==> src/rtl/dma_preload_pkg.sv <==
// Shared types and build-time sizing for the multi-channel preload DMA.
// Widths live here so the descriptor struct and the ports always agree.
package dma_preload_pkg;

    localparam int NUM_CH     = 4;
    localparam int ADDR_W     = 16;
    localparam int BUF_ADDR_W = 13;
    localparam int DATA_W     = 128;
    localparam int LEN_W      = 17;
    localparam int ROWS_W     = 8;
    localparam int MAX_OUT    = 8;
    localparam int CH_W       = $clog2(NUM_CH);
    localparam int OUT_W      = $clog2(MAX_OUT) + 1;
    localparam int TOT_W      = LEN_W + ROWS_W;

    typedef enum logic [1:0] {
        S_IDLE  = 2'd0,
        S_ISSUE = 2'd1,
        S_DRAIN = 2'd2,
        S_DONE  = 2'd3
    } state_t;

    typedef struct packed {
        logic [ADDR_W-1:0]     base;
        logic [LEN_W-1:0]      len;
        logic [ROWS_W-1:0]     rows;
        logic [ADDR_W-1:0]     stride;
        logic [BUF_ADDR_W-1:0] buf_base;
    } desc_t;

    function automatic logic [CH_W-1:0] next_ch(input logic [CH_W-1:0] ch);
        return (ch == CH_W'(NUM_CH - 1)) ? '0 : ch + CH_W'(1);
    endfunction

endpackage

==> src/rtl/dma_preload_ctrl_mc_rr_arbiter.sv <==
// Round-robin arbiter: lowest-index requester at or after i_ptr, wrapping.
// Purely combinational; the caller owns and advances the pointer.
module rr_arbiter #(
    parameter int N     = 4,
    parameter int IDX_W = (N > 1) ? $clog2(N) : 1
) (
    input  logic [N-1:0]     i_req,
    input  logic [IDX_W-1:0] i_ptr,
    output logic             o_valid,
    output logic [N-1:0]     o_grant_oh,
    output logic [IDX_W-1:0] o_grant_idx
);

    logic [N-1:0] w_masked;
    logic [N-1:0] w_pick;

    genvar gi;
    generate
        for (gi = 0; gi < N; gi++) begin : g_mask
            assign w_masked[gi] = i_req[gi] && (IDX_W'(gi) >= i_ptr);
        end
    endgenerate

    // Nothing at or above the pointer means the search wraps to index 0.
    always_comb begin
        w_pick      = (|w_masked) ? w_masked : i_req;
        o_grant_oh  = '0;
        o_grant_idx = '0;
        for (int k = N - 1; k >= 0; k--) begin
            if (w_pick[k]) begin
                o_grant_oh    = '0;
                o_grant_oh[k] = 1'b1;
                o_grant_idx   = IDX_W'(k);
            end
        end
    end

    assign o_valid = |i_req;

endmodule

==> src/rtl/dma_preload_ctrl_mc.sv <==
// Multi-channel 2D strided preload DMA: round-robin over requesters, DDR reads in, dense buffer writes out.
// Optional DMA_PRELOAD_PERF_EN adds perf_cycles / perf_stall counters for the last transfer.
module dma_preload_ctrl_mc
    import dma_preload_pkg::*;
(
    input  logic                           clk,
    input  logic                           rst,
    input  logic [NUM_CH-1:0]              ch_req,
    input  logic [NUM_CH*ADDR_W-1:0]       ch_base,
    input  logic [NUM_CH*LEN_W-1:0]        ch_len,
    input  logic [NUM_CH*ROWS_W-1:0]       ch_rows,
    input  logic [NUM_CH*ADDR_W-1:0]       ch_stride,
    input  logic [NUM_CH*BUF_ADDR_W-1:0]   ch_buf_base,
    output logic [NUM_CH-1:0]              ch_done,
    output logic                           mem_req_valid,
    input  logic                           mem_req_ready,
    output logic [ADDR_W-1:0]              mem_req_addr,
    input  logic                           mem_rsp_valid,
    input  logic [DATA_W-1:0]              mem_rsp_data,
    output logic                           buf_wr_en,
    output logic [CH_W-1:0]                buf_wr_ch,
    output logic [BUF_ADDR_W-1:0]          buf_wr_addr,
    output logic [DATA_W-1:0]              buf_wr_data,
    output logic                           busy
`ifdef DMA_PRELOAD_PERF_EN
    ,
    output logic [31:0]                    perf_cycles,
    output logic [31:0]                    perf_stall
`endif
);

    state_t                r_state, w_state_next;
    logic [CH_W-1:0]       r_ptr, r_grant;
    logic [NUM_CH-1:0]     r_grant_oh;
    desc_t                 r_desc;
    desc_t                 w_desc [NUM_CH];
    logic [ROWS_W-1:0]     r_row;
    logic [LEN_W-1:0]      r_col;
    logic [ADDR_W-1:0]     r_row_off;
    logic [OUT_W-1:0]      r_out;
    logic [TOT_W-1:0]      r_wr_idx;
    logic                  r_wr_en;
    logic [BUF_ADDR_W-1:0] r_wr_addr;
    logic [DATA_W-1:0]     r_wr_data;

    logic                  w_arb_valid;
    logic [NUM_CH-1:0]     w_grant_oh;
    logic [CH_W-1:0]       w_grant_idx;
    logic                  w_grant, w_hs, w_rsp, w_last_col, w_last_row, w_empty;

    genvar gi;
    generate
        for (gi = 0; gi < NUM_CH; gi++) begin : g_desc
            assign w_desc[gi].base     = ch_base[gi*ADDR_W +: ADDR_W];
            assign w_desc[gi].len      = ch_len[gi*LEN_W +: LEN_W];
            assign w_desc[gi].rows     = ch_rows[gi*ROWS_W +: ROWS_W];
            assign w_desc[gi].stride   = ch_stride[gi*ADDR_W +: ADDR_W];
            assign w_desc[gi].buf_base = ch_buf_base[gi*BUF_ADDR_W +: BUF_ADDR_W];
        end
    endgenerate

    rr_arbiter #(.N(NUM_CH), .IDX_W(CH_W)) u_arb (
        .i_req       (ch_req & ~ch_done),
        .i_ptr       (r_ptr),
        .o_valid     (w_arb_valid),
        .o_grant_oh  (w_grant_oh),
        .o_grant_idx (w_grant_idx)
    );

    assign w_grant    = (r_state == S_IDLE) && w_arb_valid;
    assign w_empty    = (w_desc[w_grant_idx].len == '0) || (w_desc[w_grant_idx].rows == '0);
    assign w_hs       = mem_req_valid && mem_req_ready;
    // Beats arriving with nothing outstanding are strays from an abandoned transfer.
    assign w_rsp      = mem_rsp_valid && (r_out != '0);
    assign w_last_col = (r_col == r_desc.len - LEN_W'(1));
    assign w_last_row = (r_row == r_desc.rows - ROWS_W'(1));

    assign mem_req_valid = (r_state == S_ISSUE) && (r_out < OUT_W'(MAX_OUT));
    assign mem_req_addr  = r_desc.base + r_row_off + ADDR_W'(r_col);
    assign ch_done       = (r_state == S_DONE) ? r_grant_oh : '0;
    assign busy          = (r_state != S_IDLE);
    assign buf_wr_en     = r_wr_en;
    assign buf_wr_ch     = r_grant;
    assign buf_wr_addr   = r_wr_addr;
    assign buf_wr_data   = r_wr_data;

    always_ff @(posedge clk) begin
        if (rst) r_state <= S_IDLE;
        else     r_state <= w_state_next;
    end

    always_comb begin
        w_state_next = r_state;
        case (r_state)
            S_IDLE:  if (w_arb_valid) w_state_next = w_empty ? S_DONE : S_ISSUE;
            S_ISSUE: if (w_hs && w_last_col && w_last_row) w_state_next = S_DRAIN;
            S_DRAIN: if (r_out == '0) w_state_next = S_DONE;
            S_DONE:  if (!ch_req[r_grant]) w_state_next = S_IDLE;
            default: w_state_next = S_IDLE;
        endcase
    end

    always_ff @(posedge clk) begin
        if (rst) begin
            r_ptr      <= '0;
            r_grant    <= '0;
            r_grant_oh <= '0;
            r_desc     <= '0;
            r_row      <= '0;
            r_col      <= '0;
            r_row_off  <= '0;
            r_out      <= '0;
            r_wr_idx   <= '0;
            r_wr_en    <= 1'b0;
            r_wr_addr  <= '0;
            r_wr_data  <= '0;
        end else begin
            r_wr_en <= w_rsp;
            if (w_rsp) begin
                r_wr_data <= mem_rsp_data;
                r_wr_addr <= r_desc.buf_base + BUF_ADDR_W'(r_wr_idx);
                r_wr_idx  <= r_wr_idx + TOT_W'(1);
            end
            case ({w_hs, w_rsp})
                2'b10:   r_out <= r_out + OUT_W'(1);
                2'b01:   r_out <= r_out - OUT_W'(1);
                default: r_out <= r_out;
            endcase
            if (w_grant) begin
                r_grant    <= w_grant_idx;
                r_grant_oh <= w_grant_oh;
                r_ptr      <= next_ch(w_grant_idx);
                r_desc     <= w_desc[w_grant_idx];
                r_row      <= '0;
                r_col      <= '0;
                r_row_off  <= '0;
                r_wr_idx   <= '0;
            end else if (w_hs) begin
                // Row offset accumulates stride so no multiplier is needed.
                if (w_last_col) begin
                    r_col     <= '0;
                    r_row     <= r_row + ROWS_W'(1);
                    r_row_off <= r_row_off + r_desc.stride;
                end else begin
                    r_col <= r_col + LEN_W'(1);
                end
            end
        end
    end

`ifdef DMA_PRELOAD_PERF_EN
    logic [31:0] r_perf_cycles, r_perf_stall;

    always_ff @(posedge clk) begin
        if (rst) begin
            r_perf_cycles <= '0;
            r_perf_stall  <= '0;
        end else if (w_grant) begin
            r_perf_cycles <= '0;
            r_perf_stall  <= '0;
        end else begin
            if (r_state == S_ISSUE || r_state == S_DRAIN) r_perf_cycles <= r_perf_cycles + 32'd1;
            if (mem_req_valid && !mem_req_ready)          r_perf_stall  <= r_perf_stall + 32'd1;
        end
    end

    assign perf_cycles = r_perf_cycles;
    assign perf_stall  = r_perf_stall;
`endif

endmodule

==> config.mk <==
export PLATFORM = sky130hd
export DESIGN_NAME = dma_preload_ctrl_mc
export DESIGN_NICKNAME = d
export VERILOG_FILES = /design/src/rtl/dma_preload_pkg.sv /design/src/rtl/dma_preload_ctrl_mc_rr_arbiter.sv /design/src/rtl/dma_preload_ctrl_mc.sv
export SDC_FILE = /design/constraint.sdc
export NUM_CORES = 1
export LEC_CHECK = 0
export BUFFER_PORTS_ARGS = -buffer_cell sky130_fd_sc_hd__buf_2
export CORE_AREA = 2 2 224 226
export CTS_CLUSTER_DIAMETER = 30
export DETAILED_ROUTE_END_ITERATION = 7
export DIE_AREA = 0 0 226 228
export GPL_ROUTABILITY_DRIVEN = 0
export SETUP_SLACK_MARGIN = 0.1
export SYNTH_ARGS = -nofsm -noshare
export SYNTH_HDL_FRONTEND = slang
export SYNTH_SLANG_ARGS = --single-unit
==> constraint.sdc <==
create_clock -name clk -period 4.73 [get_ports clk]
set_clock_uncertainty 0.05 [all_clocks]
set_input_delay 0.946 -clock clk [delete_from_list [all_inputs] [get_ports clk]]
set_output_delay 0.946 -clock clk [all_outputs]
set_load 0.05 [all_outputs]
== Yosys cells after proc, flatten, opt, wreduce, memory -nomap -nowiden ==
Index checks and enable logic that the tools add are counted.
W data, S select, Z words.

* Add/subtract/negate cells: 12
* $lt $le $gt $ge: 7
* Reductions and logical operators: 23
* Bitwise logic cells: 3
* Muxes and demuxes: 24
* Eq/ne operators: 12

{| class="wikitable"
|+ Operators by type and width
! cell !! number
|-
| $bmux W70 S2 || 1
|-
| $mux W70 || 2
|-
| $add A16 B16 Y16 || 3
|-
| $add A25 B1 Y25 const B || 1
|-
| $mux W4 || 6
|-
| $mux W2 || 10
|-
| $add A17 B1 Y17 const B || 1
|-
| $eq A17 B17 Y1 || 1
|-
| $logic_not A17 Y1 || 1
|-
| $mux W17 || 1
|-
| $sub A17 B1 Y17 const B || 1
|-
| $add A13 B13 Y13 || 1
|-
| $logic_and A1 B1 Y1 || 10
|-
| $add A8 B1 Y8 const B || 1
|-
| $eq A2 B2 Y1 const B || 4
|-
| $eq A8 B8 Y1 || 1
|-
| $logic_not A8 Y1 || 1
|-
| $pmux W2 S4 || 1
|-
| $pmux W4 S2 || 1
|-
| $reduce_or A4 Y1 || 2
|-
| $sub A8 B1 Y8 const B || 1
|-
| $ne A2 B2 Y1 const B || 3
|-
| $add A4 B1 Y4 const B || 1
|-
| $and A4 B4 Y4 || 1
|-
| 21 further kinds || 25
|}

* Logic and storage cells: 98
* Output and inout bits: 166
* Flip-flop bits (word level): 292
* Bits of input ports: 416

== Logic depth before layout (Yosys ltp) ==
* Depth after elaboration: 20
* Depth in mapped cells: 15

== Cells and area by module ==
From an unflattened synthesis, not the netlist that was laid out.

* Cell total of the unflattened synthesis: 1611
* Area, all modules: 14762.9 µm²

{| class="wikitable"
|+ Modules (own cells, without submodules)
! module !! area each (µm²) !! times used !! seq. area each (µm²) !! cells each
|-
| dma_preload_ctrl_mc || 14535.2 || 1 || 5605.4 || 1578
|-
| rr_arbiter || 227.7 || 1 || 0.0 || 33
|}

== Worst setup path before layout ==
No wires, ideal clock.

* Kind: reg2out
* Start: reg r_desc[56] in the netlist's numbering
* End: out mem_req_addr[14]
* Data arrival time: 4.098 ns
* Cell stages (with the launch flop): 12
* Path buffers: 0
* Required time: 3.734 ns
* Slack: -0.364 ns
* Cells stage by stage: dfxtp_1 -> fa_1 -> ha_1 -> a21o_1 -> a21oi_1 -> o21ai_0 -> a21oi_1 -> nor2b_1 -> nor2_1 -> o21ai_0 -> o21a_1 -> o311ai_0

* Word-level cells in the longest chain between the ends: 2

{| class="wikitable"
|+ Ends and longest elaborated chain
! item !! line !! source
|-
| start: declaration || dma_preload_ctrl_mc.sv:35 || <nowiki>desc_t r_desc;</nowiki>
|-
| start signal: assignment || dma_preload_ctrl_mc.sv:133 || <nowiki>r_desc <= w_desc[w_grant_idx];</nowiki>
|-
| $add A16 B16 Y16 (2 in series) || dma_preload_ctrl_mc.sv:79 || <nowiki>assign mem_req_addr = r_desc.base + r_row_off + ADDR_W'(r_col);</nowiki>
|-
| end: declaration || dma_preload_ctrl_mc.sv:17 || <nowiki>output logic [ADDR_W-1:0] mem_req_addr,</nowiki>
|}

No other way between the ends.

== Worst setup path in the final report ==
* Start: reg r_col[1]
* End: out mem_req_addr[15]

* Word-level cells in the longest chain between the ends: 1

{| class="wikitable"
|+ Ends and longest elaborated chain
! item !! line !! source
|-
| start: declaration || dma_preload_ctrl_mc.sv:38 || <nowiki>logic [LEN_W-1:0] r_col;</nowiki>
|-
| start signal: assignment || dma_preload_ctrl_mc.sv:145 || <nowiki>r_col <= r_col + LEN_W'(1);</nowiki>
|-
| $add A16 B16 Y16 || dma_preload_ctrl_mc.sv:79 ||
|}

No other way between the ends.

==> reports/qor.csv <==
metric,value,unit
overflow,0,
slowest_delay,510,ps
synth_compound_area_share,19.9,%
clk_pin_slew,40,ps
finish.utilization,43.4,%
ys_top_cells_by_area,"dfxtp_1 36%, nand2_1 12%, a21oi_1 8.4%",
grt_max_degree,144,
wl,51500,um
yosys.area_share.simple,25.2,%
wl_per_cell,15.7,um
clockBufferDepth,3,
fin_nets,3051,
area_growth,39.4,%
dieArea,0.0515,mm^2
die_x,226,um
grtUsageTotal,19.3,%
ys_async_sr_fraction,0,%
drcViolationCount,0,
ys_seq_area_share,36.5,%
clock-sinks,280,
finalHoldViolations,0,
worst_setup_path_start_kind,flip-flop,
required,3730,ps
syn_area_per_cell,7.61,um^2
grt_antenna_before_repair,0,
rsz0062_at_grt,yes,
first_pass_iters,7,
die_h,228,um
tightest_slew,1160,ps
synthXorXnorAreaFrac,5.01,%
drt_iter0_drc,1119,
cap_violations,0,
insertedDiodeCount,0,
synth_mux_area_share,2.17,%
cpLargestDelayFamily,adder cells,
yosysTopAreaCellShare,36.5,%
tns,0,ps
dp_hpwl,39100,um
io_pins,582,
path_common_cell,o21ai_2,
peakVddDrop,0.261,mV
initial_utilization,31.1,%
yosys.area_share.adder,6.79,%
yosysUniqueCellTypes,73,
fp-row-count,82,
finalSetupViolCount,0,
ant_nets,0,
synth_cells,2020,
finalMaxSlewViolations,0,
status,"finished, final reports clean",
synth_warnings,0,
synthFlopType,dfxtp_1,
fin_crit_sh,95.2,%
synth-edff-count,0,
min_period,4500,ps
cpMaxStageDelayCell,fa_1,
yosys-top-cells-count,"505 x nand2_1, 280 x dfxtp_1, 258 x a21oi_1, 140 x nor2_1, 110 x clkbuf_1",
r2r_setup_slack,1020,ps
htree_levels,3,
grt_first_pass_wirelength,79800,um
syn-cell-area,0.0154,mm^2
crit_path_max_fanout,4,
end_kind,output pin,
cellPowerDensity,683,mW/mm^2
crit_type,flip-flop to output pin,
coreArea,0.0493,mm^2
cts-root-buf,clkbuf_16,
grt_pass1_vias,15400,
total_leakage_power,9.43,nW
crit_chain,fa_1 -> ha_2 -> inv_2 -> fa_2 -> nor2b_2 -> o21ai_2 -> a21boi_2 -> o21ai_2 -> a21oi_2 -> o2111ai_2 -> a31oi_2 -> and4_1 -> nor3_2 -> buf_6,
clock_latency,580,ps
synth-seq-cells,280,
routed_via_density,4.97,
worstPathArrival,3510,ps
slew_headroom,22.4,%
port_buffers,581,
fmax,222,MHz
drive_gt1_share,29.3,%
synth_fp_nets,2508,
synth_top_area_cell,dfxtp_1,
cp_num_buf_inv,2,
numCtsBuffers,69,
hold_class,flip-flop to flip-flop,
synth.most_common_cell,nand2_1,
fin_ws,226,ps
cts_tree,done,
vias,16400,
power.total,14.6,mW
synth_top_family_by_area,simple AND/OR/NAND/NOR gates,
dp_slack,384,ps
==> logic make-up (layout without fill, tap and decap cells) <==
logic type                 after synthesis  count (layout)
and+or+nand+nor                        872             872
adders and majority gates               72              72
muxes                                   32              32
xor gates and xnor gates                88              88
AOI/OAI and AO/OA                      496             496
buffers and inverters                  180             777
DFF                                    280             280
==> final timing paths <==
| check | from | end | cells past startpoint |
|---|---|---|---|
| max reg2reg | r_desc[14]$_SDFFE_PP0P_ | r_row_off[15]$_SDFFE_PP0P_ | 10 |
| min reg2reg | buf_wr_data[74]$_SDFFE_PP0P_ | buf_wr_data[74]$_SDFFE_PP0P_ | 2 |
| min | buf_wr_data[74]$_SDFFE_PP0P_ | buf_wr_data[74]$_SDFFE_PP0P_ | 2 |
| max | r_col[1]$_SDFFE_PP0P_ | mem_req_addr[15] | 14 |
==> flip-flops by register name (all words and copies together), names as in the netlist, 4 cells and up <==
register / count
buf_wr_addr: 13
buf_wr_data: 128
r_col: 17
r_desc: 70
r_grant_oh: 4
r_out: 4
r_row: 8
r_row_off: 16
r_wr_idx: 13
==> layer usage <==
metal  track usage, %  share of wire [%]  vias up  wire length (um)
met5                0                  0        -                 0
met4             7.06                2.9        0              1500
met3             4.04                6.7      114              3480
met2             32.0                 46      570             23800
met1             24.5                 44     7602             22700
li1                 -                  -     8073                 -
==> power breakdown <==
group          switching (mW)  leakage, nW  internal (mW)
Combinational            4.23         5.96           1.95
Sequential              0.529         2.28           2.97
Clock                    1.49         1.20           3.46
==> metrics by stage <==
stage / cells / cell area [um^2] / hold slack, ps
finish: 3289 / 21400 / 399
global route: 3289 / 21400 / 416
CTS: 3287 / 21400 / 399
detailed placement: 3161 / 18900 / 393
global placement: 3161 / 18900 / 389
floorplan: 2020 / 15400 / 381
==> placed cells by master (no fill, tap or decap), types with 6 or more instances in the layout <==
cell        count
dfxtp_1       277
nor4_1         12
clkbuf_1        9
buf_2         577
a21o_1         11
nand4_1        14
inv_1          45
clkbuf_8        9
clkinvlp_4      6
nor2b_1         8
clkinv_2       10
nand3b_1        7
nand2b_1        9
or3_1          18
nor2_1        139
nand2_1       504
bufinv_16      11
nand3_1        27
buf_4          23
a211oi_1       65
o21ai_0        36
and2_1         67
a21oi_1       255
xnor2_1        45
fa_1           17
a311oi_1       47
mux2i_1        30
and3_1         10
ha_1           52
or4_1           7
clkbuf_16      70
a31oi_1        18
nor3_1         22
xor2_1         43
==> repair_timing <==
item | in CTS | in global routing
endpoints found under the setup margin | 7 | 6
buffers inserted | 1 | 2
gates resized for setup | 13 | 14
hold buffers | 0 | 0
pin swaps | 6 | 8
==> layout make-up <==
class	instances	area [um^2]
fillers	4923	27900
multi-input cells	1560	9180
flip-flops and latches	280	5610
repair buffers	605	3140
clock buffers	88	1910
well taps	672	841
clock inverters	37	558
inverters	47	179
==> worst min-delay path, cell delays in order (launching register included) <==
cell and delay (ps):
dfxtp_1 300, nand2_1 50, a21oi_1 50
No activity file was read; power rests on OpenSTA's default activity.
